File: src/rtl/calc_sequencer.sv
// rtl/calc_sequencer.sv - keypad-to-ALU sequencer for a BCD calculator
// Collects BCD operands and operators, strobes the ALU and captures its result.
module calc_sequencer #(
  parameter int          MAX_DIGITS = 4,
  parameter logic [15:0] NAN_CODE   = 16'hFBAB
) (
  input  logic        clk,
  input  logic        rst,
  input  logic        key_valid,
  input  logic [3:0]  key_code,
  input  logic [15:0] alu_res,
  output logic [15:0] num1,
  output logic [15:0] num2,
  output logic [3:0]  op,
  output logic        exe,
  output logic [15:0] disp,
  output logic        busy,
  output logic        err
);

  typedef enum logic [2:0] {ENTER_A, ENTER_B, EXEC, WAIT, CAPTURE, SHOW, ERR} state_t;

  localparam logic [2:0] MAX_CNT = 3'(MAX_DIGITS);
  localparam logic [3:0] KEY_EQ  = 4'd10;
  localparam logic [3:0] KEY_CLR = 4'd11;
  localparam logic [3:0] OP_ADD  = 4'd12;

  state_t      state, state_n;
  logic [15:0] num1_n, num2_n, result, result_n;
  logic [3:0]  op_n, pend_op, pend_op_n;
  logic [2:0]  cnt, cnt_n;
  logic        pend, pend_n, exe_n;
  logic        is_digit, is_op, digit_ok;

  assign is_digit = key_code <= 4'd9;
  assign is_op    = key_code >= OP_ADD;
  assign digit_ok = cnt < MAX_CNT;

  always_ff @(posedge clk) begin
    if (rst) begin
      state   <= ENTER_A;
      num1    <= '0;
      num2    <= '0;
      op      <= OP_ADD;
      exe     <= 1'b0;
      cnt     <= '0;
      result  <= '0;
      pend    <= 1'b0;
      pend_op <= OP_ADD;
    end else begin
      state   <= state_n;
      num1    <= num1_n;
      num2    <= num2_n;
      op      <= op_n;
      exe     <= exe_n;
      cnt     <= cnt_n;
      result  <= result_n;
      pend    <= pend_n;
      pend_op <= pend_op_n;
    end
  end

  always_comb begin
    state_n   = state;
    num1_n    = num1;
    num2_n    = num2;
    op_n      = op;
    cnt_n     = cnt;
    result_n  = result;
    pend_n    = pend;
    pend_op_n = pend_op;
    // Clear wins over everything, even while the ALU is working.
    if (key_valid && key_code == KEY_CLR) begin
      state_n   = ENTER_A;
      num1_n    = '0;
      num2_n    = '0;
      op_n      = OP_ADD;
      cnt_n     = '0;
      result_n  = '0;
      pend_n    = 1'b0;
      pend_op_n = OP_ADD;
    end else begin
      case (state)
        ENTER_A: if (key_valid) begin
          if (is_digit && digit_ok) begin
            num1_n = {num1[11:0], key_code};
            cnt_n  = cnt + 3'd1;
          end else if (is_op) begin
            op_n    = key_code;
            num2_n  = '0;
            cnt_n   = '0;
            state_n = ENTER_B;
          end
        end
        ENTER_B: if (key_valid) begin
          if (is_digit && digit_ok) begin
            num2_n = {num2[11:0], key_code};
            cnt_n  = cnt + 3'd1;
          end else if (is_op) begin
            if (cnt == 3'd0) begin
              op_n = key_code;
            end else begin
              pend_op_n = key_code;
              pend_n    = 1'b1;
              state_n   = EXEC;
            end
          end else if (key_code == KEY_EQ && cnt != 3'd0) begin
            pend_n  = 1'b0;
            state_n = EXEC;
          end
        end
        EXEC:    state_n = WAIT;
        WAIT:    state_n = CAPTURE;
        CAPTURE: begin
          result_n = alu_res;
          if (alu_res == NAN_CODE) begin
            state_n = ERR;
          end else if (pend) begin
            num1_n  = alu_res;
            op_n    = pend_op;
            num2_n  = '0;
            cnt_n   = '0;
            pend_n  = 1'b0;
            state_n = ENTER_B;
          end else begin
            state_n = SHOW;
          end
        end
        SHOW: if (key_valid) begin
          if (is_digit) begin
            num1_n  = {12'd0, key_code};
            cnt_n   = 3'd1;
            state_n = ENTER_A;
          end else if (is_op) begin
            num1_n  = result;
            op_n    = key_code;
            num2_n  = '0;
            cnt_n   = '0;
            state_n = ENTER_B;
          end
        end
        ERR:     state_n = ERR;
        default: state_n = ENTER_A;
      endcase
    end
    // exe is registered so it is high exactly while the state register holds EXEC.
    exe_n = (state_n == EXEC);
  end

  always_comb begin
    disp = result;
    case (state)
      ENTER_A: disp = num1;
      ENTER_B: disp = (cnt != 3'd0) ? num2 : num1;
      ERR:     disp = NAN_CODE;
      default: disp = result;
    endcase
  end

  assign busy = (state == EXEC) || (state == WAIT) || (state == CAPTURE);
  assign err  = (state == ERR);

endmodule

File: config.mk
export PLATFORM = sky130hd
export DESIGN_NAME = calc_sequencer
export DESIGN_NICKNAME = d
export VERILOG_FILES = /design/src/rtl/calc_sequencer.sv
export SDC_FILE = /design/constraint.sdc
export NUM_CORES = 1
export LEC_CHECK = 0
export CAP_MARGIN = 20
export CORE_MARGIN = 4
export CORE_UTILIZATION = 63
export DETAILED_ROUTE_END_ITERATION = 16
export DONT_BUFFER_PORTS = 1
export PLACE_DENSITY = 0.87
export SLEW_MARGIN = 5
export SYNTH_ARGS = -nofsm -noshare
export SYNTH_HDL_FRONTEND = slang
export SYNTH_SLANG_ARGS = --single-unit
File: constraint.sdc
create_clock -name clk -period 2.72 [get_ports clk]
set_input_delay 0.816 -clock clk [delete_from_list [all_inputs] [get_ports clk]]
set_output_delay 0.816 -clock clk [all_outputs]
set_load 0.01 [all_outputs]
======== Yosys cells after proc, flatten, opt, wreduce, memory -nomap -nowiden ========
Index checks and enable logic that the tools add are counted.
storage, ports and cells
  output and inout bits ................... 55
  input port bits ......................... 23
  register bits ........................... 64
  word-level logic and storage cells ...... 121
cells by class
  mux-type cells .......................... 63
  add/sub/neg operators ................... 1
  $lt $le $gt $ge ......................... 3
  eq/ne operators ......................... 25
  bitwise logic cells ..................... 2
  reduce and logical (&&, ||, !) cells .... 18
operators by type and width
  kind                                                      count
  2-to-1 mux 16 bit                                         17
  case mux 16 bit (3 select lines)                          2
  2-to-1 mux 3 bit                                          22
  case mux 16 bit (4 select lines)                          1
  2-to-1 mux 4 bit                                          11
  inequality test 2 bit, second input constant              12
  case mux 3 bit (7 select lines)                           1
  == test 16 bit, second input constant                     1
  case mux 4 bit (4 select lines)                           1
  AND reduction 7 bit                                       2
  case mux 3 bit (4 select lines)                           1
  AND reduction 11 bit                                      1
  == test 3 x 2 -> 1 bit, second input constant             3
  == test 3 bit, second input constant                      3
  inequality test 3 bit, second input constant              3
  AND reduction 9 bit                                       1
  == test 4 bit, second input constant                      2
  zero test 3 bit                                           2
  2-to-1 mux 1 bit                                          6
  AND reduction 6 bit                                       1
  nonzero test 3 bit                                        2
  AND reduction 5 bit                                       1
  greater-or-equal comparator 4 bit, second input constant  1
  <= comparator 4 bit, second input constant                1
  10 further kinds                                          14

======== Depth between registers and ports, before layout ========
Gate-level depths: netlist of the first run.
  depth in word-level cells ............... 9
  gate-level depth with buffers ........... 9
  depth with buffers taken out ............ 7

======== Least setup slack after synthesis of the first run ========
OpenSTA, ideal clock, no wires.
  path kind ............................... register to output
  start point ............................. register state[2]
  end point ............................... output disp[8]
  required time ........................... 1.904 ns
  setup slack ............................. 0.348 ns
  buffers on the path ..................... 2
  arrival ................................. 1.556 ns
  cell stages (with the launch flop) ...... 8
  cell sequence ........................... dfxtp_1 buf_4 inv_1 nand2_1 a21oi_1 clkbuf_1 a221oi_1 nand2_1
between the ends
  word-level cells in the longest chain between the ends .. 2
  elaborated cells on any way between the ends .. 4
  classes of those cells .................. eq/ne (2); mux (1); reduce/logical (1)
ends and longest elaborated chain
  item                                   line  text
  from (decl)                            28    state_t state, state_n;
  from (signal assigned)                 51    state <= state_n;
  == test 3 bit (tied with other cells)  152   case (state)
  case mux 16 bit (3 select lines) (*)   152
  to (decl)                              16    output logic [15:0] disp,
Every way passes the cells marked *; elsewhere a longest branch is shown, timed or not.

======== Final worst setup path of the first run ========
  start point ............................. register cnt[0]
  end point ............................... output disp[6]
between the ends
  word-level cells in the longest chain between the ends .. 3
ends and longest elaborated chain
  item                              line  text
  from (decl)                       31    logic [2:0] cnt, cnt_n;
  from (signal assigned)            56    cnt <= cnt_n;
  nonzero test 3 bit                154   ENTER_B: disp = (cnt != 3'd0) ? num2 : num1;
  2-to-1 mux 16 bit                 154
  case mux 16 bit (3 select lines)  152
Every way passes these cells.

==> flow_summary.json, run 1 <==
{
  "dieArea_um2": 6730,
  "worstPathRequired_ns": 1.90,
  "n_antenna_cell": 0,
  "synth.distinct_cells": 57,
  "synth_edf_count": 0,
  "root_buffer": "clkbuf_8",
  "ff2ff_path_depth": 5,
  "status": "complete, no violations",
  "layout_common_cells": "81 x nand2_1, 63 x dfxtp_1, 33 x a21oi_1, 31 x nor2_1, 20 x a211oi_1",
  "slowest_stage": "a222oi_1",
  "yosysWarnings": 0,
  "rows": 26,
  "cts.sinks": 64,
  "max-slew-margin-rel": 0.368,
  "final_util": 0.712,
  "p_sw_frac": 0.255,
  "max-vdd-ir-drop_uv": 441,
  "yosysSeqAreaShare": 0.371,
  "cp_data_arrival_time_ns": 1.84,
  "holdBufCountCts": 0,
  "io_pins": 78,
  "hold_path_depth": 1,
  "setup_tns_ns": 0,
  "num_vias": 3315,
  "synth_nets": 450,
  "final_common_cell": "nand2_1",
  "synth_area_um2": 3460,
  "finalInstanceArea_um2": 3700,
  "grt_pass1_vias": 3035,
  "postCtsSetupBuffers": 0,
  "maxCapViolations": 0,
  "finalSetupViolCount": 0,
  "comb_power_share": 0.107,
  "rr_startpoint": "state[0]",
  "period_minus_slack_ns": 2.66,
  "critical_path_class": "flop to output pin",
  "wl_per_cell_um": 21.2,
  "grt_pass1_wl_um": 15900,
  "dp_hpwl_um": 7330,
  "nNetsFinal": 437,
  "dpl_cell_area_um2": 3480,
  "overflow": 0,
  "crit_top_cell": "inv_1",
  "die_y_um": 82.1,
  "port_buffers": 0,
  "hold-path-endpoint": "pend_op[3]",
  "postSynthAreaPerCell_um2": 8.13,
  "fin_worst_skew_ns": 0.00552,
  "dp_slack_ns": -0.0790,
  "worst_pin_slew_ns": 0.944,
  "p_leak_nw": 1.42,
  "dr.pass1.iters": 7,
  "place_congestion": 0.964,
  "synth-seq-cells": 64,
  "clkTransAtPathRegs_ns": 0.06,
  "seqPwrFrac": 0.484,
  "wl_um": 10300,
  "ys.flop_type": "dfxtp_1",
  "fin_cells": 486,
  "clockPowerShare": 0.410,
  "synth_cells": 425,
  "grt_max_degree": 34,
  "drt_iter0_markers": 446,
  "cts_max_level": 3,
  "period_share": 0.977,
  "clk_latency_ns": 0.34,
  "area_growth_pct": 7.17,
  "min_path_type": "flop to flop",
  "max_stage_delay_ns": 0.40,
  "p_per_area_nw_per_um2": 566,
  "antenna_found_initial": 0,
  "critPathMaxFanout": 16,
  "power.switching_uw": 535,
  "intPower_mw": 1.56,
  "min_from": "pend_op[3]",
  "hold_viol": 0,
  "cts_buffers": 9,
  "clockBufferDepth": 2,
  "routed_via_density": 6.82,
  "worstPathCellList": "inv_1 > ha_1 > nand2b_2 > a21oi_4 > a222oi_1 > inv_1",
  "drive_above_1_share": 0.115,
  "crit_path_end_kind": "output pin",
  "synthArstFlopShare": 0,
  "fmax_mhz": 376,
  "detail-route-antenna-nets": 0,
  "whs_ns": 0.449,
  "power_mw": 2.10,
  "rr_endpoint": "num1[2]",
  "startpoint_type": "flop",
  "design.core.area_um2": 5200,
  "drc": 0,
  "fin_ws_ns": 0.0624,
  "dp_cells": 471,
  "cts_tree": "built",
  "finalMaxSlewViolations": 0,
  "grt_usage": 0.316,
  "die_x_um": 82.1,
  "initial_core_util": 0.664,
  "rrSetupSlack_ns": 0.46
}
how the worst max path moves through the flow:
stage | startpoint | endpoint | slack [ns] | cells past startpoint
final | cnt[0] | disp[6] | 0.06 | 6
after global routing | cnt[0] | disp[4] | -0.02 | 6
after global placement | cnt[0] | disp[10] | 0.01 | 6
after CTS | cnt[0] | disp[2] | 0.02 | 6
after detailed placement | cnt[0] | disp[2] | -0.08 | 6
after floorplan | state[2] | disp[8] | 0.35 | 7
logic make-up after synthesis:
group,Yosys count,share of synthesized area
simple gates,165,0.225
compound gates,123,0.266
flops,64,0.371
buf+inv,50,0.0688
mux,21,0.0619
fa+ha+maj,2,0.00724
per-layer routing:
layer	up-vias	track usage	wire length [um]
li1	1540	-	-
met1	1528	0.440	4160
met2	233	0.445	4400
met3	14	0.140	1620
met4	0	0.0781	114
met5	-	0	0
power by group through the flow:
stage	Combinational [mW]	Clock, mW	Sequential, mW
after floorplan	0.192	0	1.01
after global placement	0.210	0	1.03
after detailed placement	0.214	0	1.03
after CTS	0.218	0.864	1.01
after global routing	0.244	0.907	1.01
final	0.224	0.858	1.01
synth_stat cells (6+ instances only):
cell type / number / area share
a211oi_1: 20 / 0.043
a21oi_1: 34 / 0.049
a221oi_1: 12 / 0.030
a222oi_1: 18 / 0.052
and2_1: 6 / 0.011
buf_2: 10 / 0.014
clkbuf_1: 21 / 0.023
dfxtp_1: 64 / 0.37
inv_1: 11 / 0.012
mux2i_1: 18 / 0.052
nand2_1: 81 / 0.088
nand3_1: 17 / 0.025
nor2_1: 31 / 0.034
o21ai_0: 10 / 0.014
critical path, delay by kind of cell, from the launching register on:
kind	cells	cell delay [ns]
flip-flops	1	0.39
AND/OR/NAND/NOR	1	0.14
buffers and inverters	2	0.20
AO/OA/AOI/OAI	2	0.54
adder cells (fa/ha/maj)	1	0.22
state kept, by name, indices dropped and copies added, names as in the netlist:
register and cells:
cnt 3, pend 1, num2 16, pend_op 4
exe 1, state 3, op 4, num1 16
result 16
area by class of cell:
type | count | area [um2]
Inverter | 11 | 41.3
Sequential cell | 64 | 1280
Clock buffer | 11 | 131
Timing Repair Buffer | 15 | 125
Tap cell | 70 | 87.6
Fill cell | 412 | 1500
Clock inverter | 4 | 70.1
Multi-Input combinational cell | 311 | 1970
repair_timing:
action | 4_1_cts | 5_1_grt
resized for setup | 3 | 3
endpoints found under the setup margin | 16 | 13
pin swaps | 0 | 0
Note: power is estimated with default switching activity, not from simulation.
==> run 2: changes to the inputs <==
Settings changed: CORE_UTILIZATION 63 to 40, PLACE_DENSITY 0.87 to 0.62, SLEW_MARGIN 5 to default.
==> run 2 against run 1 <==
  * Die area grew 51%
  * Combinational power is essentially flat
  * Sequential cell count did not move
  * Final cell count rose by 7.6%
  * Highest routed layer unchanged
  * Final area up 2.1%
  * Critical path depth is the same
  * Wire length is 12% higher
  * Worst hold slack worse by 0.00098 ns
  * Count of clock-buffer cells in the layout decreased by 2
  * Sequential share of layout area fell by 0.73 points
  * Sequential power about the same
  * Via count is 0.24% lower
==> flow_summary.json, run 2 (synthesis results as in run 1) <==
{
  "period_share": 0.966,
  "dp_slack_ns": -0.0923,
  "cts_tree": "built",
  "clockBufferDepth": 2,
  "grt_max_degree": 34,
  "dieArea_um2": 10200,
  "die_x_um": 101,
  "io_pins": 78,
  "clk_latency_ns": 0.35,
  "antenna_found_initial": 0,
  "fin_worst_skew_ns": 0.00656,
  "area_growth_pct": 9.38,
  "postCtsSetupBuffers": 0,
  "fin_ws_ns": 0.0926,
  "startpoint_type": "flop",
  "cp_data_arrival_time_ns": 1.81,
  "dp_hpwl_um": 8150,
  "root_buffer": "clkbuf_8",
  "final_common_cell": "nand2_1",
  "finalMaxSlewViolations": 0,
  "drive_above_1_share": 0.127,
  "layout_common_cells": "81 x nand2_1, 64 x dfxtp_1, 33 x a21oi_1, 31 x nor2_1, 20 x a211oi_1",
  "grt_usage": 0.227,
  "num_vias": 3307,
  "min_path_type": "flop to flop",
  "design.core.area_um2": 8300,
  "period_minus_slack_ns": 2.63,
  "fmax_mhz": 381,
  "place_congestion": 0.990,
  "worst_pin_slew_ns": 1.12,
  "drc": 0,
  "grt_pass1_wl_um": 17800,
  "wl_um": 11500,
  "status": "complete, no violations",
  "dr.pass1.iters": 6,
  "port_buffers": 0,
  "critical_path_class": "flop to output pin",
  "hold_viol": 0,
  "routed_via_density": 6.32,
  "max-slew-margin-rel": 0.249,
  "detail-route-antenna-nets": 0,
  "worstPathRequired_ns": 1.90,
  "critPathMaxFanout": 16,
  "initial_core_util": 0.416,
  "rows": 33,
  "drt_iter0_markers": 494,
  "p_leak_nw": 1.44,
  "crit_path_end_kind": "output pin",
  "n_antenna_cell": 0,
  "top_regs": "num1 (16), num2 (16), result (16)",
  "max-vdd-ir-drop_uv": 407,
  "holdBufCountCts": 0,
  "cts.sinks": 64,
  "clkTransAtPathRegs_ns": 0.07,
  "finalSetupViolCount": 0,
  "grt_pass1_vias": 3107,
  "maxCapViolations": 0,
  "setup_tns_ns": 0,
  "cts_buffers": 9,
  "nNetsFinal": 438,
  "cts_max_level": 3,
  "rrSetupSlack_ns": 0.27,
  "p_per_area_nw_per_um2": 578,
  "overflow": 0,
  "die_y_um": 101,
  "rsz0062_at_grt": "false",
  "wl_per_cell_um": 22.0
}
[run 2: cell types whose count changed in the layout (fill, tap and decap cells not counted), sizes merged]
| cell | before | now |
|---|---|---|
| buf | 15 | 16 |
| inv | 11 | 14 |
| clkbuf | 11 | 9 |
[run 2: cell type report]
cell class	instances	area [um2]
Sequential cell	64	1280
Multi-Input combinational cell	311	1980
Inverter	11	41.3
Timing Repair Buffer	16	120
Tap cell	105	131
Clock buffer	9	124
Clock inverter	7	100
Fill cell	819	4520
[run 2: where the power goes]
part / leakage [nW] / switching (mW) / internal (mW)
combinational: 0.802 / 0.137 / 0.0890
clock: 0.115 / 0.421 / 0.525
sequential: 0.519 / 0.0507 / 0.963
total: 1.44 / 0.609 / 1.58
[run 2: final timing paths]
kind | from | depth (start not counted) | endpoint
hold reg to reg | pend_op[2] | 1 | pend_op[2]
hold / removal | pend_op[2] | 1 | pend_op[2]
setup / recovery | cnt[0] | 6 | disp[2]
setup reg to reg | state[0] | 5 | num1[0]
[run 2: metal layers]
metal	part of all wire	track usage
met1	0.43	0.325
met2	0.43	0.313
met3	0.13	0.0955
met4	0.012	0.0603
met5	0	0
[run 2: critical path: stages, from the launching register on]
cell	delay, ns
dfxtp_1	0.39
inv_1	0.06
ha_1	0.23
nand2b_4	0.11
a21oi_4	0.13
a222oi_1	0.40
inv_1	0.14
[run 2: timing repair]
item,in CTS,in global routing
gates resized for setup,4,3
pin swaps,0,1
endpoints found under the setup margin,16,16
[run 2: through the flow]
step / power [mW] / area (um2) / utilization / std cells / hold slack [ns]
global placement: 1.25 / 3520 / 0.425 / 507 / 0.427
floorplan: 1.21 / 3460 / - / 425 / 0.415
detailed placement: 1.25 / 3520 / 0.425 / 507 / 0.434
finish: 2.19 / 3780 / 0.455 / 523 / 0.448
CTS: 2.20 / 3760 / 0.453 / 523 / 0.455
global route: 2.27 / 3780 / 0.455 / 523 / 0.474
